===== src/rtl/cpu_types_pkg.sv =====
// Shared types for the pipeline control blocks of the 5-stage MIPS core.
package cpu_types_pkg;

  typedef enum logic [1:0] {
    RUN     = 2'd0,
    MEMWAIT = 2'd1,
    REDIR   = 2'd2,
    HALT    = 2'd3
  } hazard_state_t;

  localparam logic [4:0] REG_ZERO = 5'd0;

endpackage


===== src/rtl/hazard_ctrl_sat_counter.sv =====
// Saturating event counter with synchronous clear; holds at all-ones instead of wrapping.
module sat_counter #(
  parameter int W = 16
) (
  input  logic         CLK,
  input  logic         clr,
  input  logic         inc,
  output logic [W-1:0] cnt
);

  // Clear takes priority over increment so a reset cycle never counts.
  always_ff @(posedge CLK) begin
    if (clr)
      cnt <= '0;
    else if (inc && (cnt != {W{1'b1}}))
      cnt <= cnt + 1'b1;
  end

endmodule


===== src/rtl/hazard_ctrl.sv =====
// Pipeline sequencing controller: load-use bubbles, EX redirects, dmem waits and halt.
module hazard_ctrl
  import cpu_types_pkg::*;
#(
  parameter int CNT_W = 16,
  parameter int REG_W = 5
) (
  input  logic             CLK,
  input  logic             RST,
  input  logic             ihit,
  input  logic             dhit,
  input  logic             mem_req,
  input  logic             mem_halt,
  input  logic             ex_redirect,
  input  logic             idex_dREN,
  input  logic [REG_W-1:0] idex_rt,
  input  logic [REG_W-1:0] ifid_rs,
  input  logic [REG_W-1:0] ifid_rt,
  input  logic             ifid_uses_rt,
  output logic             pc_we,
  output logic             ifid_en,
  output logic             ifid_flush,
  output logic             idex_en,
  output logic             idex_flush,
  output logic             exmem_en,
  output logic             memwb_en,
  output logic             halted,
  output logic [CNT_W-1:0] stall_cnt,
  output logic [CNT_W-1:0] flush_cnt
);

  hazard_state_t state, next_state;
  logic memstall, lu, redir_event, stall_event;

  assign memstall = mem_req & ~dhit;
  assign lu = idex_dREN & (idex_rt != REG_W'(REG_ZERO)) &
              ((idex_rt == ifid_rs) | (ifid_uses_rt & (idex_rt == ifid_rt)));

  always_ff @(posedge CLK) begin
    if (RST)
      state <= RUN;
    else
      state <= next_state;
  end

  // Mealy control decode; a memstall freezes everything, including a pending redirect.
  always_comb begin
    next_state  = state;
    pc_we       = 1'b0;
    ifid_en     = 1'b0;
    ifid_flush  = 1'b0;
    idex_en     = 1'b0;
    idex_flush  = 1'b0;
    exmem_en    = 1'b0;
    memwb_en    = 1'b0;
    halted      = 1'b0;
    redir_event = 1'b0;
    if (!RST) begin
      case (state)
        RUN: begin
          if (mem_halt) begin
            halted     = 1'b1;
            next_state = HALT;
          end else if (memstall) begin
            next_state = MEMWAIT;
          end else if (ex_redirect) begin
            pc_we       = ihit;
            exmem_en    = ihit;
            memwb_en    = ihit;
            ifid_flush  = 1'b1;
            idex_flush  = 1'b1;
            redir_event = 1'b1;
            next_state  = ihit ? RUN : REDIR;
          end else if (lu) begin
            idex_flush = ihit;
            exmem_en   = ihit;
            memwb_en   = ihit;
          end else begin
            pc_we    = ihit;
            ifid_en  = ihit;
            idex_en  = ihit;
            exmem_en = ihit;
            memwb_en = ihit;
          end
        end
        MEMWAIT: begin
          if (dhit) begin
            pc_we      = ihit;
            ifid_en    = ihit;
            idex_en    = ihit;
            exmem_en   = 1'b1;
            memwb_en   = 1'b1;
            next_state = RUN;
          end
        end
        // Flushes stay asserted until the fetch completes so they are not lost.
        REDIR: begin
          ifid_flush = 1'b1;
          idex_flush = 1'b1;
          pc_we      = ihit;
          exmem_en   = ihit;
          memwb_en   = ihit;
          if (ihit)
            next_state = RUN;
        end
        HALT: begin
          halted = 1'b1;
        end
      endcase
    end
  end

  assign stall_event = ~RST & (state != HALT) & ~pc_we;

  sat_counter #(.W(CNT_W)) u_stall_cnt (
    .CLK (CLK),
    .clr (RST),
    .inc (stall_event),
    .cnt (stall_cnt)
  );

  sat_counter #(.W(CNT_W)) u_flush_cnt (
    .CLK (CLK),
    .clr (RST),
    .inc (redir_event),
    .cnt (flush_cnt)
  );

endmodule


===== config.mk =====
export PLATFORM = sky130hd
export DESIGN_NAME = hazard_ctrl
export DESIGN_NICKNAME = d
export VERILOG_FILES = /design/src/rtl/cpu_types_pkg.sv /design/src/rtl/hazard_ctrl_sat_counter.sv /design/src/rtl/hazard_ctrl.sv
export SDC_FILE = /design/constraint.sdc
export NUM_CORES = 1
export LEC_CHECK = 0
export ABC_AREA = 0
export CORE_MARGIN = 5
export CORE_UTILIZATION = 35
export DETAILED_ROUTE_END_ITERATION = 10
export HOLD_SLACK_MARGIN = 0.1
export PLACE_DENSITY = 0.74
export SYNTH_ARGS = -nofsm -noshare
export SYNTH_HDL_FRONTEND = slang
export SYNTH_HIERARCHICAL = 1
export SYNTH_SLANG_ARGS = --single-unit

===== constraint.sdc =====
create_clock -name CLK -period 2.7 [get_ports CLK]
set_input_delay 0.54 -clock CLK [delete_from_list [all_inputs] [get_ports CLK]]
set_output_delay 0.54 -clock CLK [all_outputs]
set_load 0.01 [all_outputs]

# Word-level counts from Yosys, hierarchy flattened

Index checks and enable logic that the tools add are counted.

$add $sub $neg: 2
Equal/unequal tests: 11
Reduce and logical (&&, ||, !) cells: 6
Bitwise logic cells: 10
Mux-type cells: 40

Operators by type and width:

| cell                                           | count |
|---|---|
| adder 16 x 1 -> 16 bit (second input constant) | 2 |
| inequality test 16 bit (second input constant) | 2 |
| two-way mux 1 bit                              | 27 |
| two-way mux 2 bit                              | 6 |
| == test 5 bit                                  | 2 |
| case mux 1 bit (2 select lines)                | 4 |
| bitwise AND 1 bit                              | 6 |
| inequality test 2 bit (second input constant)  | 3 |
| case mux 1 bit (3 select lines)                | 2 |
| case mux 2 bit (3 select lines)                | 1 |
| nonzero test 5 bit                             | 1 |
| == test 2 bit (second input constant)          | 2 |
| inequality test 4 bit (second input constant)  | 1 |
| AND reduction 4 bit                            | 1 |
| inverter 1 bit                                 | 3 |
| nonzero test 3 bit                             | 1 |
| == test 2 x 1 -> 1 bit (second input constant) | 1 |
| logical AND 1 bit                              | 2 |
| logical NOT 2 bit                              | 1 |
| OR 1 bit                                       | 1 |

Output and inout port bits: 40
Register bits after elaboration: 34
Logic and storage cells: 72

# Longest topological paths before layout

Gate-level depths: netlist of the first run.

Depth after elaboration: 13
Mapped depth: 11
Mapped depth without buffers: 11

# Cells and area by module

Netlist of the first run, hierarchy kept.

Modules (own cells, without submodules):

| module      | area an instance (um2) | cells each | instances |
|---|---|---|---|
| sat_counter | 848.3                  | 99         | 2 |
| hazard_ctrl | 454.2                  | 63         | 1 |

# Least setup slack after synthesis of the first run

No wires, ideal clock.

Kind: register to register
From: register state[0]
To: register u_stall_cnt.cnt[7]
Buffers on the path: 1
Stages on the path, launching flop included: 11
Period minus slack after synthesis: 2.501 ns
Data arrival time: 2.431 ns
Data required time: 2.630 ns
Slack: 0.199 ns
Cell sequence: dfxtp_1 inv_1 ha_1 nand2b_1 nor3_1 a21o_1 nor3b_1 nand2_1 clkbuf_1 or4_1 a21oi_1

Longest elaborated chain between the ends: 6
Elaborated cells between the ends (all ways): 10
Classes of those cells: eq/ne (3); mux (2); bitwise (3); reduce/logical (2)

Ends and longest elaborated chain:

| element                                     | line                          | source |
|---|---|---|
| start, declared                             | hazard_ctrl.sv:32             | `hazard_state_t state, next_state;` |
| start signal, assigned                      | hazard_ctrl.sv:43             | `state <= next_state;` |
| == test 2 bit, or another cell as far along | hazard_ctrl.sv:59             | `case (state)` |
| case mux 1 bit (3 select lines)             | hazard_ctrl.sv:59             |  |
| two-way mux 1 bit                           | hazard_ctrl.sv:58             | `if (!RST) begin` |
| inverter 1 bit                              | hazard_ctrl.sv:113            | `assign stall_event = ~RST & (state != HALT) & ~pc_we;` |
| bitwise AND 1 bit *                         | hazard_ctrl.sv:113            |  |
| net stall_event                             | hazard_ctrl.sv:33             | `logic memstall, lu, redir_event, stall_event;` |
| logical AND 1 bit *                         | hazard_ctrl_sat_counter.sv:15 | `else if (inc && (cnt != {W{1'b1}}))` |
| end signal, assigned                        | hazard_ctrl_sat_counter.sv:16 | `cnt <= cnt + 1'b1;` |
| end, declared                               | hazard_ctrl_sat_counter.sv:8  | `output logic [W-1:0] cnt` |

Mark *: on every way through the listed nets, which the timed path passes. The rest lies on a longest branch.
A chain may end at the register's enable or synchronous reset.

# Worst setup path in the final report of the first run

From: input mem_req
To: output idex_flush

Longest elaborated chain between the ends: 5

Ends and longest elaborated chain:

| element                         | line              | source |
|---|---|---|
| start, declared                 | hazard_ctrl.sv:12 | `input logic mem_req,` |
| bitwise AND 1 bit               | hazard_ctrl.sv:35 | `assign memstall = mem_req & ~dhit;` |
| two-way mux 1 bit               | hazard_ctrl.sv:64 | `end else if (memstall) begin` |
| two-way mux 1 bit               | hazard_ctrl.sv:61 | `if (mem_halt) begin` |
| case mux 1 bit (2 select lines) | hazard_ctrl.sv:59 |  |
| two-way mux 1 bit               | hazard_ctrl.sv:58 |  |
| end, declared                   | hazard_ctrl.sv:24 | `output logic idex_flush,` |

No other way between the ends.

==> results of run 1 <==
[metrics by stage]
stage          cell area [µm²]  power (W)  utilization  cells
2_1_floorplan             2150   0.000795            -    261
3_3_place_gp              3010   0.000988        0.506    413
3_5_place_dp              3010   0.000996        0.506    413
4_1_cts                   3100    0.00135        0.520    422
5_1_grt                   3230    0.00147        0.542    426
6_report                  3230    0.00138        0.542    426
[what timing repair did]
| action | 4_1_cts | 5_1_grt |
|---|---|---|
| endpoints found under the setup margin | 18 | 23 |
| gates cloned | 0 | 0 |
| pin swaps | 4 | 10 |
| gates resized for setup | 27 | 24 |
| setup buffers | 2 | 4 |
[cell usage after synthesis, drive strengths merged]
cell,n
a2111o,1
a211oi,1
a21o,1
a21oi,23
a31o,1
and3,2
and4,6
buf,6
clkbuf,5
dfxtp,34
ha,6
inv,9
mux2,3
mux2i,2
nand2,18
nand2b,1
nand3,15
nand3b,2
nand4,9
nor2,17
nor2b,9
nor3,11
nor3b,2
nor4,7
nor4bb,2
o21a,2
o21ai,12
o21bai,2
o22ai,1
o311ai,2
o31ai,12
o41ai,2
or3,6
or4,15
xnor2,14
[cell type report]
type                            count  area (µm²)
Clock buffer                        7        76.3
Fill cell                         564        2730
Inverter                            9        33.8
Multi-Input combinational cell    207        1490
Sequential cell                    34         681
Tap cell                           75        93.8
Timing Repair Buffer               94         855
[layer usage]
| metal | up-vias | part of all wire | GRT usage |
|---|---|---|---|
| met5 | - | 0 | 0 |
| met4 | 0 | 0.014 | 0.0508 |
| met3 | 11 | 0.039 | 0.0317 |
| met2 | 54 | 0.51 | 0.260 |
| met1 | 1112 | 0.44 | 0.193 |
| li1 | 1168 | - | - |
[flip-flops by register name (all words and copies together) (netlist names)]
register and flops:
u_flush_cnt/cnt 16, state 2, u_stall_cnt/cnt 16
[tightest hold or removal path, cell delays in order, from the launching register on]
cell and delay, ps:
dfxtp_1 340, o21ai_0 80, a21oi_1 70
[worst max path at each step]
stage	startpoint	end	slack (ps)	depth (start not counted)
3_3_place_gp	idex_rt[2]	pc_we	-480	7
5_1_grt	mem_req	u_stall_cnt/cnt[9]	-50	12
4_1_cts	idex_rt[1]	u_stall_cnt/cnt[9]	0.9	12
3_5_place_dp	idex_rt[2]	pc_we	-520	7
2_1_floorplan	state[0]	u_stall_cnt/cnt[7]	200	10
6_report	mem_req	idex_flush	40	10
[kinds of logic (layout without fill, tap and decap cells)]
family	count (synthesis)	in the layout	share of synthesized area
multiplexers	5	5	0.0250
AND/OR/NAND/NOR	122	122	0.354
XOR/XNOR	14	14	0.0570
buffers and inverters	20	110	0.0396
adder cells (fa/ha/maj)	6	6	0.0349
flip-flops	34	34	0.316
AO/OA/AOI/OAI	60	60	0.173
[power by group through the flow]
stage                     clock network, W  registers [W]  logic (W)
after global routing              0.000391       0.000550   0.000532
after CTS                         0.000365       0.000547   0.000433
after global placement                   0       0.000556   0.000432
after detailed placement                 0       0.000557   0.000439
final                             0.000352       0.000546   0.000483
after floorplan                          0       0.000556   0.000239
==> metrics.md, run 1 <==
| Metric | Value |
|---|---|
| Status | `finished clean` |
| FF-to-FF setup slack | `130 ps` |
| Final min period | `2660 ps` |
| Die Width | `88.4 µm` |
| P_leak | `1.18 nW` |
| Mapped Cells | `261` |
| HPWL Detailed | `4.45 mm` |
| CP max FO | `4` |
| WS Path Type | `in -> out` |
| Number of global-route vias before repair | `2145` |
| GRT Total Usage | `0.153` |
| Fin Setup TNS | `0 ps` |
| Sequential share of power | `0.395` |
| Die height | `88.4 µm` |
| Sw Ratio | `0.303` |
| Synth warn | `6` |
| Maxcap violations | `0` |
| Total iterations of the first detailed-routing run | `4` |
| Commonest non-fill, non-tap cell in the layout | `clkdlybuf4s50_1` |
| Setup slack after layout | `37.4 ps` |
| Initial antenna violation count | `0` |
| Detail Route Antenna Nets | `0` |
| Global-route wire length before repair | `9.60 mm` |
| WHS | `537 ps` |
| Hold-critical path endpoint | `u_flush_cnt/cnt[1]` |
| Commonest non-fill, non-tap cells in the layout | `50 x clkdlybuf4s50_1, 34 x dfxtp_1, 28 x buf_4, 21 x a21oi_1, 16 x nor2_1` |
| Synth area leader | `dfxtp_1` |
| Clk pin slew, worst setup/hold paths | `70 ps` |
| Pwr Density | `428 nW/µm²` |
| CP Cell Sequence | `clkdlybuf4s50_1 > nor2b_4 > nor3b_2 > buf_4 > buf_4 > a21oi_2 > nor2_1 > buf_4 > a31o_1 > buf_2` |
| Worst-skew pair later-pin latency | `280 ps` |
| Pint | `0.000964 W` |
| Clk pwr share | `0.255` |
| Full die area | `7810 µm²` |
| Seq/Total Area, Yosys | `0.316` |
| CP max-delay cell | `clkdlybuf4s50_1` |
| Slew Limit Fails | `0` |
| PortBufs | `63` |
| Highest ir drop seen on vdd | `0.245 mV` |
| Tightest Pin Transition | `506 ps` |
| WL final | `6.24 mm` |
| CTS Buffer Depth | `2` |
| Req. time, crit path | `2160 ps` |
| Hold Buf Count CTS | `0` |
| Placer Congestion | `0.822` |
| Arr. time, crit path | `2120 ps` |
| Vias per std cell | `5.50` |
| Vias | `2345` |
| Ant. Diodes | `0` |
| Max transition margin | `0.660` |
| Clock Sinks | `34` |
| # nets final | `381` |
| CTS tree | `built` |
| Share of the synthesized area in the top cell type | `0.316` |
| Synthesized net count | `291` |
| Core area | `5960 µm²` |
| Post-route DRC violation count | `0` |
| Achievable Freq | `376 MHz` |
| FF+latch count, synth | `34` |
| Site row count | `28` |
| Worst Clk Skew | `5.46 ps` |
| Area of the mapped netlist | `2150 µm²` |
| Type of origin of the critical path | `input port` |
| Initial Utilization | `0.361` |
| CP Capture Type | `primary output` |
| Routed len/inst | `14.6 µm` |
| CP most frequent cell | `buf_4` |
| Worst reg2reg startpoint | `state[0]` |
| Hold Crit Class | `reg -> reg` |
| Fraction of layout cells with a size suffix above 1 | `0.194` |
| Synth area leaders | `dfxtp_1 32%, xnor2_1 5.7%, a21oi_1 5.4%` |
| Num CTS Buffers | `5` |
| Total gr overflow | `0` |
| Largest net degree at the start of global routing | `20` |
| Switch Pwr | `0.000419 W` |
| Cell count of the worst reg-to-reg path | `12` |
| Synthesized area per cell | `8.24 µm²` |
| Area added between synthesis and finish | `50.1%` |
| Final Hold Viols | `0` |
| Max H-tree Level | `2` |
| Hold Path Depth | `2` |
| Root Driver | `clkbuf_8` |
| RR Endpoint | `u_stall_cnt/cnt[9]` |
| Distinct cells, synth | `44` |
| DRT iter0 DRCs | `71` |
| Hold Startpoint | `u_flush_cnt/cnt[1]` |
| Num ports | `64` |
| Pre-CTS WS | `-517 ps` |
| CP delay by family, top | `buffers and inverters` |
| Max stage delay on crit path | `400 ps` |
| WP buf/inv | `5` |
| Comb pwr share | `0.350` |
| # setup viols final | `0` |
| Final Cycle Share | `0.986` |
No activity file was read; power rests on OpenSTA's default activity.
==> run 2: changes to the inputs <==
==> constraint.sdc (replaced) <==
create_clock -name CLK -period 2.7 [get_ports CLK]
set_input_delay 0.54 -clock CLK [delete_from_list [all_inputs] [get_ports CLK]]
set_output_delay 0.54 -clock CLK [all_outputs]
set_load 0.005 [all_outputs]
==> run 2 against run 1 <==
  * Largest power group unchanged
  * Clock power rose by 31%
  * Wire length fell by 2.2%
  * Non-clock buffer count rose by 3
  * Final cell count rose by 0.94%
  * Sequential cell count did not move
  * Critical path depth fell by 3
  * Setup slack improved by 22 ps
  * Critical endpoint unchanged
  * Worst hold slack got worse by 1.1 ps
  * Count of clock-buffer cells in the layout did not move
  * Highest routed layer unchanged
==> metrics.md, run 2 (synthesis results as in run 1) <==
| Metric | Value |
|---|---|
| CP Capture Type | `primary output (unchanged)` |
| Initial Utilization | `0.361 (unchanged)` |
| RSZ-0062 raised after global routing | `yes` |
| Commonest non-fill, non-tap cells in the layout | `46 x clkdlybuf4s50_1, 34 x dfxtp_1, 31 x buf_4, 22 x a21oi_1, 16 x nor2_1 (was 50 x clkdlybuf4s50_1, 34 x dfxtp_1, 28 x buf_4, 21 x a21oi_1, 16 x nor2_1)` |
| GR peak layer | `met2 (unchanged)` |
| Arr. time, crit path | `2100 ps (was 2120 ps)` |
| Core area | `5960 µm² (unchanged)` |
| Die Width | `88.4 µm (unchanged)` |
| Max transition margin | `0.643 (was 0.660)` |
| P_leak | `1.21 nW (was 1.18 nW)` |
| Tightest Pin Transition | `532 ps (was 506 ps)` |
| Area added between synthesis and finish | `52.4% (was 50.1%)` |
| Site row count | `28 (unchanged)` |
| Routed len/inst | `14.2 µm (was 14.6 µm)` |
| Final min period | `2640 ps (was 2660 ps)` |
| WS Path Type | `in -> out (unchanged)` |
| Final Cycle Share | `0.978 (was 0.986)` |
| Post-route DRC violation count | `0 (unchanged)` |
| CP max FO | `3 (was 4)` |
| Final non-filler cell area | `3280 µm² (was 3230 µm²)` |
| Vias per std cell | `5.46 (was 5.50)` |
| HPWL Detailed | `4.32 mm (was 4.45 mm)` |
| CTS tree | `built (unchanged)` |
| Die height | `88.4 µm (unchanged)` |
| Highest ir drop seen on vdd | `0.350 mV (was 0.245 mV)` |
| Final Hold Viols | `0 (unchanged)` |
| GRT Total Usage | `0.153 (about the same)` |
| Pre-CTS WS | `-487 ps (was -517 ps)` |
| Type of origin of the critical path | `input port (unchanged)` |
| Maxcap violations | `0 (unchanged)` |
| Vias | `2346 (was 2345)` |
| Initial antenna violation count | `0 (unchanged)` |
| Clk pin slew, worst setup/hold paths | `70 ps (about the same)` |
| DRT iter0 DRCs | `73 (was 71)` |
| Placed Area | `3030 µm² (was 3010 µm²)` |
| Hold Buf Count CTS | `0 (unchanged)` |
| Root Driver | `clkbuf_8 (unchanged)` |
| Achievable Freq | `379 MHz (was 376 MHz)` |
| # nets final | `384 (was 381)` |
| Slew Limit Fails | `0 (unchanged)` |
| Fill count | `559 (was 564)` |
| # setup viols final | `0 (unchanged)` |
| Hold Crit Class | `reg -> reg (unchanged)` |
| GR Util met2 | `0.273 (was 0.260)` |
| Clock Sinks | `34 (unchanged)` |
| Met3 capacity usage during global routing | `0.0363 (was 0.0317)` |
| Multi-input logic area | `1480 µm² (was 1490 µm²)` |
| WL final | `6.10 mm (was 6.24 mm)` |
| Status | `finished clean (unchanged)` |
| Pwr Density | `458 nW/µm² (was 428 nW/µm²)` |
| Fraction of layout cells with a size suffix above 1 | `0.197 (was 0.194)` |
| Full die area | `7810 µm² (unchanged)` |
| Placer Congestion | `0.845 (was 0.822)` |
| Num ports | `64 (unchanged)` |
| Number of global-route vias before repair | `2174 (was 2145)` |
| Commonest non-fill, non-tap cell in the layout | `clkdlybuf4s50_1 (unchanged)` |
| Met1 GRT Util | `0.178 (was 0.193)` |
| Total iterations of the first detailed-routing run | `4 (unchanged)` |
| PortBufs | `63 (unchanged)` |
| Num CTS Buffers | `5 (unchanged)` |
| Ant. Diodes | `0 (unchanged)` |
| Req. time, crit path | `2160 ps (about the same)` |
| Worst Clk Skew | `4.30 ps (was 5.46 ps)` |
| Max H-tree Level | `2 (unchanged)` |
| Setup slack after layout | `59.5 ps (was 37.4 ps)` |
| Largest net degree at the start of global routing | `20 (unchanged)` |
| Top Registers | `u_flush_cnt/cnt x16, u_stall_cnt/cnt x16, state x2 (unchanged)` |
| Register area | `681 µm² (unchanged)` |
| Total gr overflow | `0 (unchanged)` |
| Detail Route Antenna Nets | `0 (unchanged)` |
| CTS Buffer Depth | `2 (unchanged)` |
| Global-route wire length before repair | `9.57 mm (was 9.60 mm)` |
| Worst-skew pair later-pin latency | `290 ps (was 280 ps)` |
run 2: cell count changes in the layout (fill, tap and decap cells not counted), moves of 2 or more:
cell,delta
buf_4,+3
clkdlybuf4s50_1,-4
dlygate4sd2_1,+2
dlymetal6s2s_1,+2
nor3_1,+2
nor3_2,-2
xnor2_1,+3
xnor2_2,-3
run 2: worst paths after layout:
check | slack [ps] | start | cells past startpoint | to
worst max-delay path | 60 | idex_rt[2] | 7 | idex_flush
worst min-delay path | 540 | u_flush_cnt/cnt[1] | 2 | u_flush_cnt/cnt[1]
worst max register to register | 190 | state[0] | 12 | u_stall_cnt/cnt[12]
worst min register to register | 540 | u_flush_cnt/cnt[1] | 2 | u_flush_cnt/cnt[1]
run 2: layout make-up:
type                       count  area share
sequential                    34       0.208
timing repair buffer          97       0.270
multi-input combinational    207       0.451
clock buffer                   7      0.0233
tap                           75      0.0286
inverter                       9      0.0103
clock inverter                 1     0.00916
run 2: timing repair:
item	4_1_cts	5_1_grt
hold endpoints to repair	0	0
gates resized for setup	31	23
pin swaps	5	13
endpoints found under the setup margin	14	25
setup buffers	6	1
run 2: through the flow:
step | power, W | hold slack (ps) | utilization | cells | setup TNS [ps]
4_1_cts | 0.00147 | 536 | 0.537 | 429 | 0
2_1_floorplan | 0.000781 | 504 | - | 261 | 0
3_3_place_gp | 0.000969 | 512 | 0.508 | 415 | -6690
3_5_place_dp | 0.000980 | 525 | 0.508 | 415 | -7680
6_report | 0.00150 | 536 | 0.550 | 430 | 0
5_1_grt | 0.00158 | 565 | 0.550 | 430 | -30.9
run 2: report_power, final:
group / total [W] / internal [W] / switching [W]
registers: 0.000547 / 0.000523 / 0.0000234
clock network: 0.000460 / 0.000276 / 0.000184
logic: 0.000495 / 0.000281 / 0.000214
run 2: critical path, stage by stage:
cell             delay (ps)
dlygate4sd2_1           280
or4_4                   540
o21ai_4                 180
buf_6                   120
nor2b_2                  40
a31o_1                  200
clkdlybuf4s15_2         210
run 2: per-layer routing:
layer / vias to the layer above / share of wire / wire (µm)
met5: - / 0 / 0
met4: 0 / 0.018 / 108
li1: 1170 / - / -
met2: 46 / 0.52 / 3150
met1: 1119 / 0.42 / 2590
met3: 11 / 0.042 / 256
